### config.mk
export PLATFORM = sky130hd
export DESIGN_NAME = pc_predict_unit
export DESIGN_NICKNAME = d
export VERILOG_FILES = /design/src/rtl/pc_pkg.sv /design/src/rtl/pc_btb.sv /design/src/rtl/pc_predict_unit.sv
export SDC_FILE = /design/constraint.sdc
export NUM_CORES = 2
export LEC_CHECK = 0
export ABC_AREA = 1
export CAP_MARGIN = 20
export CORE_MARGIN = 2
export CORE_UTILIZATION = 40
export DETAILED_ROUTE_END_ITERATION = 8
export PLACE_DENSITY_LB_ADDON = 0.05
export SYNTH_ARGS = -nofsm -noshare
export SYNTH_HDL_FRONTEND = slang
export SYNTH_SLANG_ARGS = --single-unit
export TNS_END_PERCENT = 30
### constraint.sdc
create_clock -name clk -period 7.66 [get_ports clk]
set_input_delay 2.298 -clock clk [delete_from_list [all_inputs] [get_ports clk]]
set_output_delay 2.298 -clock clk [all_outputs]
set_load 0.01 [all_outputs]
### src/rtl/pc_pkg.sv
// Shared opcodes, branch-counter encodings and the 2-bit saturating counter update
// for the fetch-stage PC/prediction unit.
package pc_pkg;

  localparam logic [5:0] OP_BEQ = 6'b000100;
  localparam logic [5:0] OP_J   = 6'b000010;

  typedef enum logic [1:0] {
    SNT = 2'b00,
    WNT = 2'b01,
    WT  = 2'b10,
    ST  = 2'b11
  } ctr_e;

  function automatic ctr_e ctr_next(input ctr_e cur, input logic taken);
    ctr_e nxt;
    nxt = cur;
    if (taken) begin
      if (cur != ST) nxt = ctr_e'(cur + 2'b01);
    end else begin
      if (cur != SNT) nxt = ctr_e'(cur - 2'b01);
    end
    return nxt;
  endfunction

endpackage

### src/rtl/pc_btb.sv
// Direct-mapped branch target buffer: combinational lookup port, synchronous
// update port; lookups see the pre-update entry within the same cycle.
module pc_btb
  import pc_pkg::*;
#(
  parameter int unsigned XLEN        = 32,
  parameter int unsigned BTB_ENTRIES = 16
) (
  input  logic            clk,
  input  logic            reset,
  input  logic [XLEN-1:0] lookup_pc,
  output logic            pred_taken,
  output logic [XLEN-1:0] pred_target,
  input  logic            upd_en,
  input  logic [XLEN-1:0] upd_pc,
  input  logic            upd_taken,
  input  logic [XLEN-1:0] upd_target
);

  localparam int unsigned IDX  = $clog2(BTB_ENTRIES);
  localparam int unsigned TAGW = XLEN - IDX - 2;

  logic            valid_q  [BTB_ENTRIES];
  logic [TAGW-1:0] tag_q    [BTB_ENTRIES];
  logic [XLEN-1:0] target_q [BTB_ENTRIES];
  ctr_e            ctr_q    [BTB_ENTRIES];

  logic [IDX-1:0]  rd_idx, wr_idx;
  logic [TAGW-1:0] rd_tag, wr_tag;
  logic            rd_hit, wr_hit;

  // Byte-offset bits never address the table.
  logic unused_offset;
  assign unused_offset = ^{lookup_pc[1:0], upd_pc[1:0]};

  assign rd_idx = lookup_pc[IDX+1:2];
  assign rd_tag = lookup_pc[XLEN-1:IDX+2];
  assign wr_idx = upd_pc[IDX+1:2];
  assign wr_tag = upd_pc[XLEN-1:IDX+2];

  always_comb begin
    rd_hit      = valid_q[rd_idx] && (tag_q[rd_idx] == rd_tag);
    wr_hit      = valid_q[wr_idx] && (tag_q[wr_idx] == wr_tag);
    pred_taken  = rd_hit && ctr_q[rd_idx][1];
    pred_target = rd_hit ? target_q[rd_idx] : '0;
  end

  always_ff @(posedge clk) begin
    if (reset) begin
      for (int i = 0; i < BTB_ENTRIES; i++) begin
        valid_q[i]  <= 1'b0;
        tag_q[i]    <= '0;
        target_q[i] <= '0;
        ctr_q[i]    <= WNT;
      end
    end else if (upd_en) begin
      if (wr_hit) begin
        ctr_q[wr_idx] <= ctr_next(ctr_q[wr_idx], upd_taken);
        if (upd_taken) target_q[wr_idx] <= upd_target;
      end else if (upd_taken) begin
        valid_q[wr_idx]  <= 1'b1;
        tag_q[wr_idx]    <= wr_tag;
        target_q[wr_idx] <= upd_target;
        ctr_q[wr_idx]    <= WT;
      end
    end
  end

endmodule

### src/rtl/pc_predict_unit.sv
// Fetch PC register with BTB-based prediction, misprediction recovery/flush and
// saturating branch/mispredict statistics.
module pc_predict_unit
  import pc_pkg::*;
#(
  parameter int unsigned     XLEN        = 32,
  parameter int unsigned     BTB_ENTRIES = 16,
  parameter logic [XLEN-1:0] RESET_PC    = '0
) (
  input  logic            clk,
  input  logic            reset,
  input  logic            pc_write,
  input  logic            id_jump,
  input  logic [XLEN-1:0] id_jump_target,
  input  logic            ex_valid,
  input  logic [XLEN-1:0] ex_pc,
  input  logic            ex_taken,
  input  logic [XLEN-1:0] ex_target,
  input  logic            ex_pred_taken,
  input  logic [XLEN-1:0] ex_pred_target,
  output logic [XLEN-1:0] pcvalue,
  output logic            pred_taken,
  output logic [XLEN-1:0] pred_target,
  output logic            flush,
  output logic [31:0]     branch_count,
  output logic [31:0]     mispredict_count
);

  logic [XLEN-1:0] pcvalue_q, pc_d;
  logic [31:0]     branch_count_q, mispredict_count_q;
  logic            mispredict;

  pc_btb #(
    .XLEN        (XLEN),
    .BTB_ENTRIES (BTB_ENTRIES)
  ) u_btb (
    .clk         (clk),
    .reset       (reset),
    .lookup_pc   (pcvalue_q),
    .pred_taken  (pred_taken),
    .pred_target (pred_target),
    .upd_en      (ex_valid),
    .upd_pc      (ex_pc),
    .upd_taken   (ex_taken),
    .upd_target  (ex_target)
  );

  always_comb begin
    mispredict = 1'b0;
    if (!reset && ex_valid) begin
      mispredict = (ex_taken != ex_pred_taken) ||
                   (ex_taken && ex_pred_taken && (ex_target != ex_pred_target));
    end
  end

  // Recovery outranks the stall: the stalled instruction is on the squashed path.
  always_comb begin
    pc_d = pcvalue_q + XLEN'(4);
    if (mispredict) begin
      pc_d = ex_taken ? ex_target : ex_pc + XLEN'(4);
    end else if (!pc_write) begin
      pc_d = pcvalue_q;
    end else if (id_jump) begin
      pc_d = id_jump_target;
    end else if (pred_taken) begin
      pc_d = pred_target;
    end
  end

  always_ff @(posedge clk) begin
    if (reset) begin
      pcvalue_q          <= RESET_PC;
      branch_count_q     <= '0;
      mispredict_count_q <= '0;
    end else begin
      pcvalue_q <= pc_d;
      if (ex_valid && (branch_count_q != '1)) branch_count_q <= branch_count_q + 32'd1;
      if (mispredict && (mispredict_count_q != '1)) begin
        mispredict_count_q <= mispredict_count_q + 32'd1;
      end
    end
  end

  assign pcvalue          = pcvalue_q;
  assign flush            = mispredict;
  assign branch_count     = branch_count_q;
  assign mispredict_count = mispredict_count_q;

endmodule
==> flow_summary.json <==
{
  "syn-num-nets": 7078,
  "power_density_mw_per_mm2": 234,
  "synth_cell_types": 62,
  "min-delay-start": "branch_count[4]",
  "initial_core_util_pct": 40.4,
  "async_reset_ff_share_pct": 0,
  "grt_pass1_wl_um": 347000,
  "hold_viol_final": 0,
  "r2r-end": "pcvalue[22]",
  "final.setup_skew_ns": 0.0458,
  "final_layout_size_suffix_gt1_share_pct": 7.91,
  "cts_hold_buffers": 0,
  "synth_warnings": 0,
  "die_h_um": 385,
  "yosysSeqAreaShare_pct": 53.6,
  "num_vias": 51319,
  "numClockSinks": 1076,
  "die_area_mm2": 0.148,
  "utilization_pct": 46.3,
  "status": "finished, final reports clean",
  "io_buffer_count": 264,
  "required_ns": 5.36,
  "slew_headroom_pct": 16.8,
  "antenna_found_initial": 8,
  "dpl.hpwl_um": 155000,
  "antenna_left": 0,
  "synthFlopType": "edfxtp_1",
  "r2r_slack_ns": 3.55,
  "slew_violations": 0,
  "rsz0062_at_grt": "false",
  "min_period_over_period_pct": 99.2,
  "netlist_area_mm2": 0.0582,
  "max_cap_violations": 0,
  "root_buffer": "clkbuf_16",
  "grt_usage_pct": 32.6,
  "reg2regPathDepth": 15,
  "finalWeightedCongestion": 0.972,
  "min_to": "branch_count[4]",
  "core_area_mm2": 0.144,
  "num-nets-final": 7172,
  "clkLatencyLatePin_ns": 0.80,
  "ys_seq_elements": 1076,
  "cts_tree": "yes",
  "cts_inserted_buffers": 130,
  "vias_per_cell": 5.68,
  "crit_chain": "buf_12 -> buf_4 -> or2_2 -> nand3_1 -> nand3_1 -> nand3_1 -> nand3_1 -> nand2_1 -> nor2_1 -> nand2_1 -> nor2_1 -> nand2_1 -> nor2_4 -> inv_1 -> buf_4 -> a21oi_1 -> clkdlybuf4s50_1",
  "syn_inst": 6935,
  "crit_slowest_cell": "clkdlybuf4s50_1",
  "fmax_mhz": 132,
  "clk_transition_reported_paths_ns": 0.06,
  "grt_max_degree": 167,
  "hold_depth": 2,
  "synth_edf_count": 960,
  "final_common_cell": "nand2_1",
  "critPathMaxFanout": 92,
  "max_stage_delay_ns": 0.71,
  "wl_per_cell_um": 27.2,
  "finalSetupTns_ns": 0,
  "most-common-layout-cells": "nand2_1 (1,423), nor2_1 (1,366), edfxtp_1 (960)",
  "avgSynthCellArea_um2": 8.39,
  "rows": 139,
  "drt_iter0_drc": 5831,
  "vdd_drop_max_mv": 0.152,
  "p_leak_nw": 26.2,
  "cts_resized": 0,
  "ios": 265,
  "cp-end-kind": "output port",
  "worstSetupPathType": "register to output port",
  "globalRouteOverflowTotal": 0,
  "setup_violations": 0,
  "cp.arrival_ns": 5.30,
  "area_growth_pct": 14.7,
  "period_minus_slack_ns": 7.60,
  "hold_path_class": "register to register",
  "dr.pass1.iters": 8,
  "tightestPinTransition_ns": 1.24,
  "start_kind": "register",
  "post-cts-setup-buffers": 0,
  "crit_top_cell": "nand3_1",
  "die_width_um": 385,
  "grt_pass1_vias": 48334,
  "drt_wl_total_um": 246000,
  "drc": 0,
  "htreeDepth": 4,
  "cts_buffer_depth": 3
}
-- worst max path at each step --
stage	start	to	cells after the start
2_1_floorplan	ex_target[1]	flush	10
3_3_place_gp	ex_target[15]	flush	10
3_5_place_dp	ex_target[15]	flush	10
4_1_cts	register	pred_target[30]	17
5_1_grt	register	pred_target[30]	18
6_report	register	pred_target[30]	17
-- critical path, delay by kind of cell (launching register included) --
family | cells | cell delay [ns]
buffers and inverters | 5 | 1.71
AND/OR/NAND/NOR | 11 | 1.85
flip-flops | 1 | 0.41
AO/OA/AOI/OAI | 1 | 0.38
-- through the flow --
step	cells	power [mW]	worst slack, ns	hold slack [ns]	instance area, µm²
after detailed placement	8799	9.43	0.150	0.484	62500
after global placement	8799	9.41	0.138	0.476	62500
after floorplan	6935	8.31	1.84	0.460	58200
after CTS	9035	15.6	0.125	0.494	66700
after global routing	9036	16.0	0.00969	0.513	66700
final	9038	15.6	0.0608	0.489	66700
-- layer usage --
layer	wire [µm]	track usage [%]	up-vias
li1	-	-	23315
met1	99100	43.0	24903
met2	111000	51.0	2573
met3	22300	6.46	518
met4	13200	16.1	10
met5	68	0	-
-- kinds of logic (layout without fill, tap and decap cells) --
family / Yosys count / count (layout) / share of synthesized area, %
buf+inv: 1097 / 1295 / 8.30
xor+xnor: 88 / 88 / 1.33
other cells: 0 / 2 / 0
compound gates: 1104 / 1104 / 11.2
flops: 1076 / 1076 / 53.6
simple gates: 3562 / 3562 / 25.5
fa+ha+maj: 8 / 8 / 0.172
-- report_power, final --
group	leakage (nW)	switching [mW]	total, mW	internal [mW]
Combinational	14.1	1.85	2.53	0.682
Sequential	10.1	0.151	6.83	6.68
Clock	2.04	2.74	6.24	3.50
Total	26.2	4.74	15.6	10.9
-- Yosys cell counts, drive strengths merged, types with 38 or more instances --
master / instances / area (µm²)
nand2: 1468 / 5710
nor2: 1406 / 5380
edfxtp: 960 / 28800
inv: 570 / 2140
a21oi: 480 / 2410
nand3: 453 / 2320
o21ai: 335 / 1680
buf: 267 / 1710
clkbuf: 224 / 843
dfxtp: 116 / 2320
o211ai: 116 / 896
nor3: 85 / 450
a221oi: 84 / 736
or2: 62 / 388
xor2: 62 / 543
nand4: 38 / 244
-- registers in the layout, summed over array words and instances, names as in the netlist, named ones only --
register          count
u_btb.valid_q        16
u_btb.ctr_q          32
u_btb.target_q      512
u_btb.tag_q         416
pcvalue              32
branch_count         32
mispredict_count     32
-- area by class of cell --
class                      instances  area, µm²
clock buffer                     158       3380
inverter                         606       2300
antenna                            2       5.00
fill                           14030      77300
multi-input combinational       4762      22300
clock inverter                    78        833
sequential                      1076      31200
tap                             1903       2380
timing repair buffer             453       4380
Note: power is estimated with default switching activity, not from simulation.
